**config.mk**
```make
export PLATFORM = sky130hd
export DESIGN_NAME = branch_cond_unit_flat
export DESIGN_NICKNAME = d
export VERILOG_FILES = /design/src/rtl/branch_cond_unit_pkg.sv /design/src/rtl/branch_cond_unit_if.sv /design/src/rtl/branch_cond_unit_cond_eval.sv /design/src/rtl/branch_cond_unit.sv /design/src/flat_wrapper.sv
export SDC_FILE = /design/constraint.sdc
export NUM_CORES = 1
export LEC_CHECK = 0
export ABC_AREA = 1
export CORE_AREA = 2 2 54 56
export DETAILED_ROUTE_END_ITERATION = 8
export DIE_AREA = 0 0 56 58
export HOLD_SLACK_MARGIN = 0.12
export PLACE_DENSITY_LB_ADDON = 0.1
export RECOVER_POWER = 25
export SYNTH_ARGS = -nofsm -noshare
export SYNTH_HDL_FRONTEND = slang
export SYNTH_SLANG_ARGS = --single-unit
```
**constraint.sdc**
```tcl
create_clock -name clk -period 1.6 [get_ports clk]
set_input_delay 0.24 -clock clk [delete_from_list [all_inputs] [get_ports clk]]
set_output_delay 0.24 -clock clk [all_outputs]
set_load 0.01 [all_outputs]
```
**src/rtl/branch_cond_unit_pkg.sv**
```systemverilog
// Shared definitions for the ID-stage branch resolver: condition codes, flag
// bit positions (common with the flag register) and FSM state encoding.
package branch_cond_unit_pkg;

  localparam logic [2:0] COND_NE  = 3'b000;
  localparam logic [2:0] COND_EQ  = 3'b001;
  localparam logic [2:0] COND_GT  = 3'b010;
  localparam logic [2:0] COND_LT  = 3'b011;
  localparam logic [2:0] COND_GE  = 3'b100;
  localparam logic [2:0] COND_LE  = 3'b101;
  localparam logic [2:0] COND_OVF = 3'b110;
  localparam logic [2:0] COND_UNC = 3'b111;

  localparam int FLAG_Z = 2;
  localparam int FLAG_V = 1;
  localparam int FLAG_N = 0;

  typedef enum logic [0:0] {
    ST_IDLE = 1'b0,
    ST_WAIT = 1'b1
  } bcu_state_t;

  // Saturating event counter step.
  function automatic logic [15:0] sat_inc16(input logic [15:0] v, input logic en);
    return (en && (v != 16'hFFFF)) ? v + 16'd1 : v;
  endfunction

endpackage

```
**src/rtl/branch_cond_unit_if.sv**
```systemverilog
// ID-stage <-> branch resolver bus. Stat signals exist only when
// BRANCH_STATS_EN is defined.
interface branch_cond_unit_if #(
  parameter int ADDR_W = 16
) ();
  // Handshake: the pipeline holds br_valid and its operands stable while
  // stall=1; a branch is consumed in the cycle br_valid=1, stall=0, kill=0.
  logic              br_valid;
  logic [2:0]        br_cond;
  logic [ADDR_W-1:0] br_target;
  logic [2:0]        ex_flag_wen;
  logic [2:0]        flags;
  logic              kill;
  logic              stall;
  logic              br_taken;
  logic [ADDR_W-1:0] br_redirect_pc;
  logic              br_done;
`ifdef BRANCH_STATS_EN
  logic [15:0]       stat_resolved;
  logic [15:0]       stat_taken;
  logic [15:0]       stat_stall;
`endif

  modport master (
    output br_valid, br_cond, br_target, ex_flag_wen, flags, kill,
    input  stall, br_taken, br_redirect_pc, br_done
`ifdef BRANCH_STATS_EN
    , input stat_resolved, stat_taken, stat_stall
`endif
  );

  modport slave (
    input  br_valid, br_cond, br_target, ex_flag_wen, flags, kill,
    output stall, br_taken, br_redirect_pc, br_done
`ifdef BRANCH_STATS_EN
    , output stat_resolved, stat_taken, stat_stall
`endif
  );
endinterface

```
**src/rtl/branch_cond_unit_cond_eval.sv**
```systemverilog
// Condition evaluator: result of a condition code against {Z,V,N} and the
// mask of flags that condition depends on (used for hazard detection).
module branch_cond_unit_cond_eval
  import branch_cond_unit_pkg::*;
(
  input  logic [2:0] cond,
  input  logic [2:0] flags,
  output logic       result,
  output logic [2:0] read_mask
);

  always_comb begin
    result    = 1'b0;
    read_mask = 3'b000;
    case (cond)
      COND_NE: begin
        result            = !flags[FLAG_Z];
        read_mask[FLAG_Z] = 1'b1;
      end
      COND_EQ: begin
        result            = flags[FLAG_Z];
        read_mask[FLAG_Z] = 1'b1;
      end
      COND_GT: begin
        result            = !flags[FLAG_Z] && !flags[FLAG_N];
        read_mask[FLAG_Z] = 1'b1;
        read_mask[FLAG_N] = 1'b1;
      end
      COND_LT: begin
        result            = flags[FLAG_N];
        read_mask[FLAG_N] = 1'b1;
      end
      COND_GE: begin
        result            = flags[FLAG_Z] || !flags[FLAG_N];
        read_mask[FLAG_Z] = 1'b1;
        read_mask[FLAG_N] = 1'b1;
      end
      COND_LE: begin
        result            = flags[FLAG_Z] || flags[FLAG_N];
        read_mask[FLAG_Z] = 1'b1;
        read_mask[FLAG_N] = 1'b1;
      end
      COND_OVF: begin
        result            = flags[FLAG_V];
        read_mask[FLAG_V] = 1'b1;
      end
      COND_UNC: begin
        result = 1'b1;
      end
      default: begin
        result    = 1'b0;
        read_mask = 3'b000;
      end
    endcase
  end

endmodule

```
**src/rtl/branch_cond_unit.sv**
```systemverilog
// ID-stage branch resolver: stalls on pending EX flag writes, then issues a
// registered one-cycle redirect. Optional counters under BRANCH_STATS_EN.
module branch_cond_unit
  import branch_cond_unit_pkg::*;
#(
  parameter int ADDR_W       = 16,
  parameter int STALL_CYCLES = 1
) (
  input  logic              clk,
  input  logic              rst,
  branch_cond_unit_if.slave bus,
  output bcu_state_t        state_dbg
);

  localparam logic [1:0] CNT_LOAD = 2'(STALL_CYCLES - 1);

  bcu_state_t        state;
  logic [1:0]        cnt;
  logic              cond_res;
  logic [2:0]        read_mask;
  logic              live;
  logic              hz;
  logic              stall_c;
  logic              resolve;
  logic              taken_q;
  logic              done_q;
  logic [ADDR_W-1:0] pc_q;

  branch_cond_unit_cond_eval u_cond_eval (
    .cond      (bus.br_cond),
    .flags     (bus.flags),
    .result    (cond_res),
    .read_mask (read_mask)
  );

  assign live = bus.br_valid && !bus.kill;
  assign hz   = live && |(bus.ex_flag_wen & read_mask);

  // In WAIT the EX stage holds a bubble, so ex_flag_wen is not consulted.
  always_comb begin
    stall_c = 1'b0;
    resolve = 1'b0;
    if (rst) begin
      case (state)
        ST_IDLE: begin
          stall_c = hz;
          resolve = live && !hz;
        end
        ST_WAIT: begin
          if (!bus.kill) begin
            if (cnt != 2'd0) stall_c = 1'b1;
            else             resolve = 1'b1;
          end
        end
        default: begin
          stall_c = 1'b0;
          resolve = 1'b0;
        end
      endcase
    end
  end

  always_ff @(posedge clk or negedge rst) begin
    if (!rst) begin
      state   <= ST_IDLE;
      cnt     <= 2'd0;
      taken_q <= 1'b0;
      done_q  <= 1'b0;
      pc_q    <= '0;
    end else begin
      done_q  <= resolve;
      taken_q <= resolve && cond_res;
      if (resolve && cond_res) pc_q <= bus.br_target;
      case (state)
        ST_IDLE: begin
          if (hz) begin
            cnt   <= CNT_LOAD;
            state <= ST_WAIT;
          end
        end
        ST_WAIT: begin
          if (bus.kill)             state <= ST_IDLE;
          else if (cnt != 2'd0)     cnt   <= cnt - 2'd1;
          else                      state <= ST_IDLE;
        end
        default: state <= ST_IDLE;
      endcase
    end
  end

  assign bus.stall          = stall_c;
  assign bus.br_taken       = taken_q;
  assign bus.br_done        = done_q;
  assign bus.br_redirect_pc = pc_q;
  assign state_dbg          = state;

`ifdef BRANCH_STATS_EN
  logic [15:0] stat_resolved_q;
  logic [15:0] stat_taken_q;
  logic [15:0] stat_stall_q;

  always_ff @(posedge clk or negedge rst) begin
    if (!rst) begin
      stat_resolved_q <= 16'd0;
      stat_taken_q    <= 16'd0;
      stat_stall_q    <= 16'd0;
    end else begin
      stat_resolved_q <= sat_inc16(stat_resolved_q, done_q);
      stat_taken_q    <= sat_inc16(stat_taken_q, taken_q);
      stat_stall_q    <= sat_inc16(stat_stall_q, stall_c);
    end
  end

  assign bus.stat_resolved = stat_resolved_q;
  assign bus.stat_taken    = stat_taken_q;
  assign bus.stat_stall    = stat_stall_q;
`endif

endmodule

```
**src/flat_wrapper.sv**
```systemverilog
// flat-port wrapper written by rule: the top's interface ports become plain ports
module branch_cond_unit_flat import branch_cond_unit_pkg::*;
#(
  parameter int ADDR_W       = 16,
  parameter int STALL_CYCLES = 1
)
  (clk, rst, state_dbg, bus_br_valid, bus_br_cond, bus_br_target, bus_ex_flag_wen, bus_flags, bus_kill, bus_stall, bus_br_taken, bus_br_redirect_pc, bus_br_done);
  branch_cond_unit_if #(.ADDR_W(ADDR_W)) bus_i ();
  input  logic clk;
  input  logic rst;
  output bcu_state_t state_dbg;
  input wire logic [$bits(bus_i.br_valid)-1:0] bus_br_valid;
  input wire logic [$bits(bus_i.br_cond)-1:0] bus_br_cond;
  input wire logic [$bits(bus_i.br_target)-1:0] bus_br_target;
  input wire logic [$bits(bus_i.ex_flag_wen)-1:0] bus_ex_flag_wen;
  input wire logic [$bits(bus_i.flags)-1:0] bus_flags;
  input wire logic [$bits(bus_i.kill)-1:0] bus_kill;
  output wire logic [$bits(bus_i.stall)-1:0] bus_stall;
  output wire logic [$bits(bus_i.br_taken)-1:0] bus_br_taken;
  output wire logic [$bits(bus_i.br_redirect_pc)-1:0] bus_br_redirect_pc;
  output wire logic [$bits(bus_i.br_done)-1:0] bus_br_done;
  assign bus_i.br_valid = bus_br_valid;
  assign bus_i.br_cond = bus_br_cond;
  assign bus_i.br_target = bus_br_target;
  assign bus_i.ex_flag_wen = bus_ex_flag_wen;
  assign bus_i.flags = bus_flags;
  assign bus_i.kill = bus_kill;
  assign bus_stall = bus_i.stall;
  assign bus_br_taken = bus_i.br_taken;
  assign bus_br_redirect_pc = bus_i.br_redirect_pc;
  assign bus_br_done = bus_i.br_done;
  branch_cond_unit #(.ADDR_W(ADDR_W), .STALL_CYCLES(STALL_CYCLES)) u_core (.clk(clk), .rst(rst), .bus(bus_i), .state_dbg(state_dbg));
endmodule
```
Word level (Yosys, flattened, before mapping) --
Index checks and enable logic that the tools add are counted.
Storage, ports and cells: input bits 29, output and inout bits 20, word-level logic and storage cells 53, register bits 21
Operators by class: add/subtract/negate cells 1, reduce and logical (&&, ||, !) cells 17, bitwise gates (word level) 2, eq/ne operators 10, muxes and demuxes 18
Operator list (count):
- 3-bit equality test (second input constant) | 4
- 1-bit 2-to-1 mux | 10
- 1-bit one-hot mux with 8 select lines | 1
- 3-bit by 2-bit equality test with 1-bit output (second input constant) | 2
- 2-bit 2-to-1 mux | 3
- 1-bit one-hot mux with 2 select lines | 3
- 1-bit logical AND | 5
- 5-bit OR reduction | 1
- 1-bit logical NOT | 4
- 2-bit != test (second input constant) | 2
- 2-bit one-hot mux with 2 select lines | 1
- 4-bit OR reduction | 1
- 3-bit bitwise AND | 1
- 3-bit by 1-bit equality test with 1-bit output (second input constant) | 1
- 3-bit logical NOT | 1
- 3-bit AND reduction | 1
- 3-bit OR reduction | 1
- 1-bit logical OR | 2
- 2-bit by 1-bit != test with 1-bit output (second input constant) | 1
- 2-bit nonzero test | 1
- 2-bit by 1-bit subtractor with 2-bit output (second input constant) | 1
- 1-bit inverter | 1

Depth between registers and ports, before layout --
depth in word-level cells 11, gate-level depth with buffers 9, gate-level depth less buffers 8

Modules after synthesis --
From an unflattened synthesis, not the netlist that was laid out.
Second synthesis, totals: cells, all modules 132, area, all modules 1127.3 um^2
Modules (own cells, without submodules):
- branch_cond_unit | cells each 102, seq. area each 525.5 um^2, area an instance 963.4 um^2, instances 1
- branch_cond_unit_cond_eval | cells each 30, seq. area each 0.0 um^2, area an instance 163.9 um^2, instances 1

Worst setup path after synthesis --
No wires, ideal clock.
path type flip-flop to flip-flop, start reg u_core.cnt[0], end reg u_core.pc_q[0] (netlist: u_core.bus.br_redirect_pc[0]), slack 0.139 ns, buffers on the path 1, required time 1.483 ns, stages on the path, launching flop included 9, setup time 0.117 ns, data arrival time 1.344 ns, period minus slack after synthesis 1.461 ns, cell sequence dfrtp_1 > inv_1 > ha_1 > o21ai_0 > a21oi_2 > nand3_4 > buf_6 > nand2_1 > nand2_1
Between the ends: longest elaborated chain between the ends 6
Ends and longest elaborated chain:
- start, declared | RTL line branch_cond_unit.sv:18 | logic [1:0] cnt;
- start signal, assigned | RTL line branch_cond_unit.sv:83 | else if (cnt != 2'd0) cnt <= cnt - 2'd1;
- 2-bit nonzero test | RTL line branch_cond_unit.sv:51 | if (cnt != 2'd0) stall_c = 1'b1;
- 1-bit 2-to-1 mux | RTL line branch_cond_unit.sv:51
- 1-bit 2-to-1 mux | RTL line branch_cond_unit.sv:50 | if (!bus.kill) begin
- 1-bit one-hot mux with 2 select lines | RTL line branch_cond_unit.sv:44 | case (state)
- 1-bit 2-to-1 mux | RTL line branch_cond_unit.sv:43 | if (rst) begin
- 1-bit logical AND | RTL line branch_cond_unit.sv:73 | if (resolve && cond_res) pc_q <= bus.br_target;
- end signal, assigned | RTL line branch_cond_unit.sv:73
- end, declared | RTL line branch_cond_unit.sv:27 | logic [ADDR_W-1:0] pc_q;
No other way between the ends. A chain may end at the register's enable or synchronous reset.

Worst setup path in the final report --
start in bus_kill, end out bus_stall
Between the ends: longest elaborated chain between the ends 5, elaborated cells on any way between the ends 6, those cells by class 3 x mux; 3 x reduce/logical
Ends and longest elaborated chain:
- start, declared | RTL line flat_wrapper.sv:17 | input wire logic [$bits(bus_i.kill)-1:0] bus_kill;
- 1-bit logical NOT | RTL line branch_cond_unit.sv:36 | assign live = bus.br_valid && !bus.kill;
- 1-bit logical AND | RTL line branch_cond_unit.sv:36
- 1-bit logical AND | RTL line branch_cond_unit.sv:37 | assign hz = live && |(bus.ex_flag_wen & read_mask);
- 1-bit one-hot mux with 2 select lines * | RTL line branch_cond_unit.sv:44
- 1-bit 2-to-1 mux * | RTL line branch_cond_unit.sv:43
- end, declared | RTL line flat_wrapper.sv:18 | output wire logic [$bits(bus_i.stall)-1:0] bus_stall;
Every way passes the cells marked *; elsewhere a longest branch is shown, timed or not.

==> qor.yml <==
synth_cell_types: 19
vias_per_cell: 4.888
final_util_pct: 68.56
core_area_um2: 2663
yosysTopAreaCell: "dfrtp_1"
gp_congestion: 0.7647
row_count: 19
die-area_um2: 3248
fin_skew_ps: 3.010
crit_arrival_ps: 1370
r2r_end: "u_core.cnt[1]"
failed_checks: "negative setup slack"
hold_violations: 0
yosys-top-cells-area: "dfrtp_1 (52%), nand2_1 (14%), nand4_1 (12%), inv_1 (3.0%), nand3_1 (2.5%)"
grt_pass1_wl_um: 4505
regToRegSetupSlack_ps: -10
synth_top_cell_area_share_pct: 52.04
worstPathCellList: "clkdlybuf4s50_1 > nor2_1 > nand3_2 > a21boi_2 > buf_2"
p_total_mw: 2.239
initial_utilization_pct: 37.92
max_stage_delay_ps: 500
io_buffers: 48
layout-drive-gt1-share_pct: 25.91
crit_family: "buffers and inverters"
die_h_um: 58
max_clock_freq_mhz: 620.5
hold_buffers: 0
slew-limit-headroom_pct: 41.08
drt_iter0_markers: 16
fin_crit_sh_pct: 100.7
h-tree-depth: 1
cts_root_buf: "clkbuf_4"
powerDensity_nw_per_um2: 1226
cts_made_buffers: 3
vias: 1095
grt_use_total_pct: 17.48
ys_ff_latch: 21
rsz0062_at_grt: "true"
hold_class: "input pin to async pin"
worst_slack_ps: -11.48
clock_latency_ps: 300
status: "complete, but fails checks"
place_ws_ps: -592.2
die_x_um: 56
path_class: "input pin to output port"
synthToLayoutAreaGrowth_pct: 80.79
timing.rr.start: "u_core.cnt[1]"
r2r_cells: 11
critPathSlowestCell: "clkdlybuf4s50_1"
ios: 49
syn_nets: 145
path_max_fanout: 3
fin_setup_tns_ps: -20.92
grt_antenna_before_repair: 0
clockBufferDepth: 2
final.min_clock_period_ps: 1611
drv_slew: 0
drt_first_pass_iters: 4
ys_warn_count: 0
netlist_area_um2: 1010
nets: 224
path_clk_slew_ps: 130
setup_viol: 2
antenna_cells: 0
syn_inst: 115
avgSynthCellArea_um2: 8.780
vdd_ir_drop_max_mv: 0.8678
drc: 0
grt_pass1_vias: 1077
tightest_slew_ps: 883.7
drt-total-wl_um: 2894
required_ps: 1360
wl_per_cell_um: 12.92
worst-path-buf-inv: 2
place_hpwl_um: 2004
cap_violations: 0
final_antenna_net_count: 0
seq_area_frac_synth_pct: 52.04
grt_overflow: 0
cts_tree: "yes"
clkSinkCount: 21
p_leak_nw: 0.8901
startpoint_type: "input pin"
end_kind: "output port"
grt_max_degree: 18
Yosys cell counts:
| cell type | count |
|---|---|
| inv_1 | 8 |
| nand2_2 | 3 |
| o21bai_1 | 1 |
| a21oi_2 | 1 |
| inv_2 | 1 |
| buf_2 | 3 |
| nand2_4 | 1 |
| nand4_1 | 19 |
| nand3_1 | 5 |
| o21ai_0 | 5 |
| a21boi_0 | 2 |
| dfrtp_1 | 21 |
| buf_6 | 1 |
| xnor2_1 | 1 |
| nand2_1 | 38 |
| nor2_1 | 2 |
| ha_1 | 1 |
| nor3_1 | 1 |
| nand3_4 | 1 |
report_power, final:
group,leakage (nW),total (mW),switching (mW),internal (mW)
sequential,0.269,0.857,0.115,0.741
clock,0.0177,0.265,0.172,0.0931
combinational,0.603,1.12,0.476,0.641
worst max path at each step:
stage                    from  slack (ps)                      endpoint  cells after the start
2_1_floorplan   u_core.cnt[0]         140  u_core.bus.br_redirect_pc[0]                      8
3_3_place_gp   bus_br_cond[2]        -550                     bus_stall                      8
3_5_place_dp   bus_br_cond[2]        -590                     bus_stall                      7
4_1_cts         u_core.cnt[1]          -7                     bus_stall                      6
5_1_grt         u_core.cnt[1]        -120                     bus_stall                      6
6_report             bus_kill         -10                     bus_stall                      5
layout by cell type (no fill, tap or decap), types with 4 or more instances in the layout:
master / Yosys / routed
clkdlybuf4s50_1: 0 / 42
nand2_1: 38 / 36
buf_4: 0 / 21
dfrtp_1: 21 / 21
nand4_1: 19 / 19
buf_6: 1 / 6
inv_1: 8 / 5
nand2_2: 3 / 5
inv_2: 1 / 4
o21ai_1: 0 / 4
nand3_1: 5 / 4
logic make-up (layout without fill, tap and decap cells):
family,Yosys count,count (layout),share of synthesized area (%)
compound gates,9,9,5.576
xor+xnor,1,1,0.8676
fa+ha+maj,1,1,1.239
buf+inv,13,89,5.947
flops,21,21,52.04
simple gates,70,72,34.32
metal layers:
layer / wire [um] / share of wire [%] / GRT usage [%]
met1: 1277 / 44 / 20.57
met4: 38 / 1.3 / 5.102
met3: 121 / 4.2 / 3.571
met2: 1455 / 50 / 32.27
met5: 0 / 0 / 0
cell type report:
class                      instances  area (um^2)
tap                               31        38.79
inverter                           9        33.78
fill                             228        837.1
clock buffer                       3        22.52
sequential                        21        525.5
clock inverter                     1        5.005
multi-input combinational         83        496.7
timing repair buffer              76        703.2
worst reg2reg max path: stages, from the launching register on:
cell	delay, ps
dfrtp_1	400
inv_2	60
ha_4	160
nor3_4	140
inv_2	70
buf_6	110
buf_6	100
buf_4	120
buf_4	120
buf_6	110
nand3_1	60
o21ai_1	60
flip-flops by register name, summed over array words and instances (netlist names):
| signal | cells |
|---|---|
| u_core.cnt | 2 |
| u_core.state_dbg | 1 |
| u_core.bus.br_done | 1 |
| u_core.bus.br_redirect_pc | 16 |
| u_core.bus.br_taken | 1 |
repair_timing:
item                                    CTS  global route
hold endpoints to repair                  0             0
setup buffers                             5             3
pin swaps                                 3             2
resized for setup                        12            20
cloned                                    0             2
endpoints found under the setup margin    1            21
through the flow:
step | area, um^2 | cells | hold WS [ps]
global placement | 1653 | 210 | 456.1
finish | 1826 | 224 | 358.5
CTS | 1722 | 219 | 278.9
global route | 1826 | 224 | 363.4
floorplan | 1010 | 115 | -55.59
detailed placement | 1653 | 210 | 457.5
No activity file was read; power rests on OpenSTA's default activity.
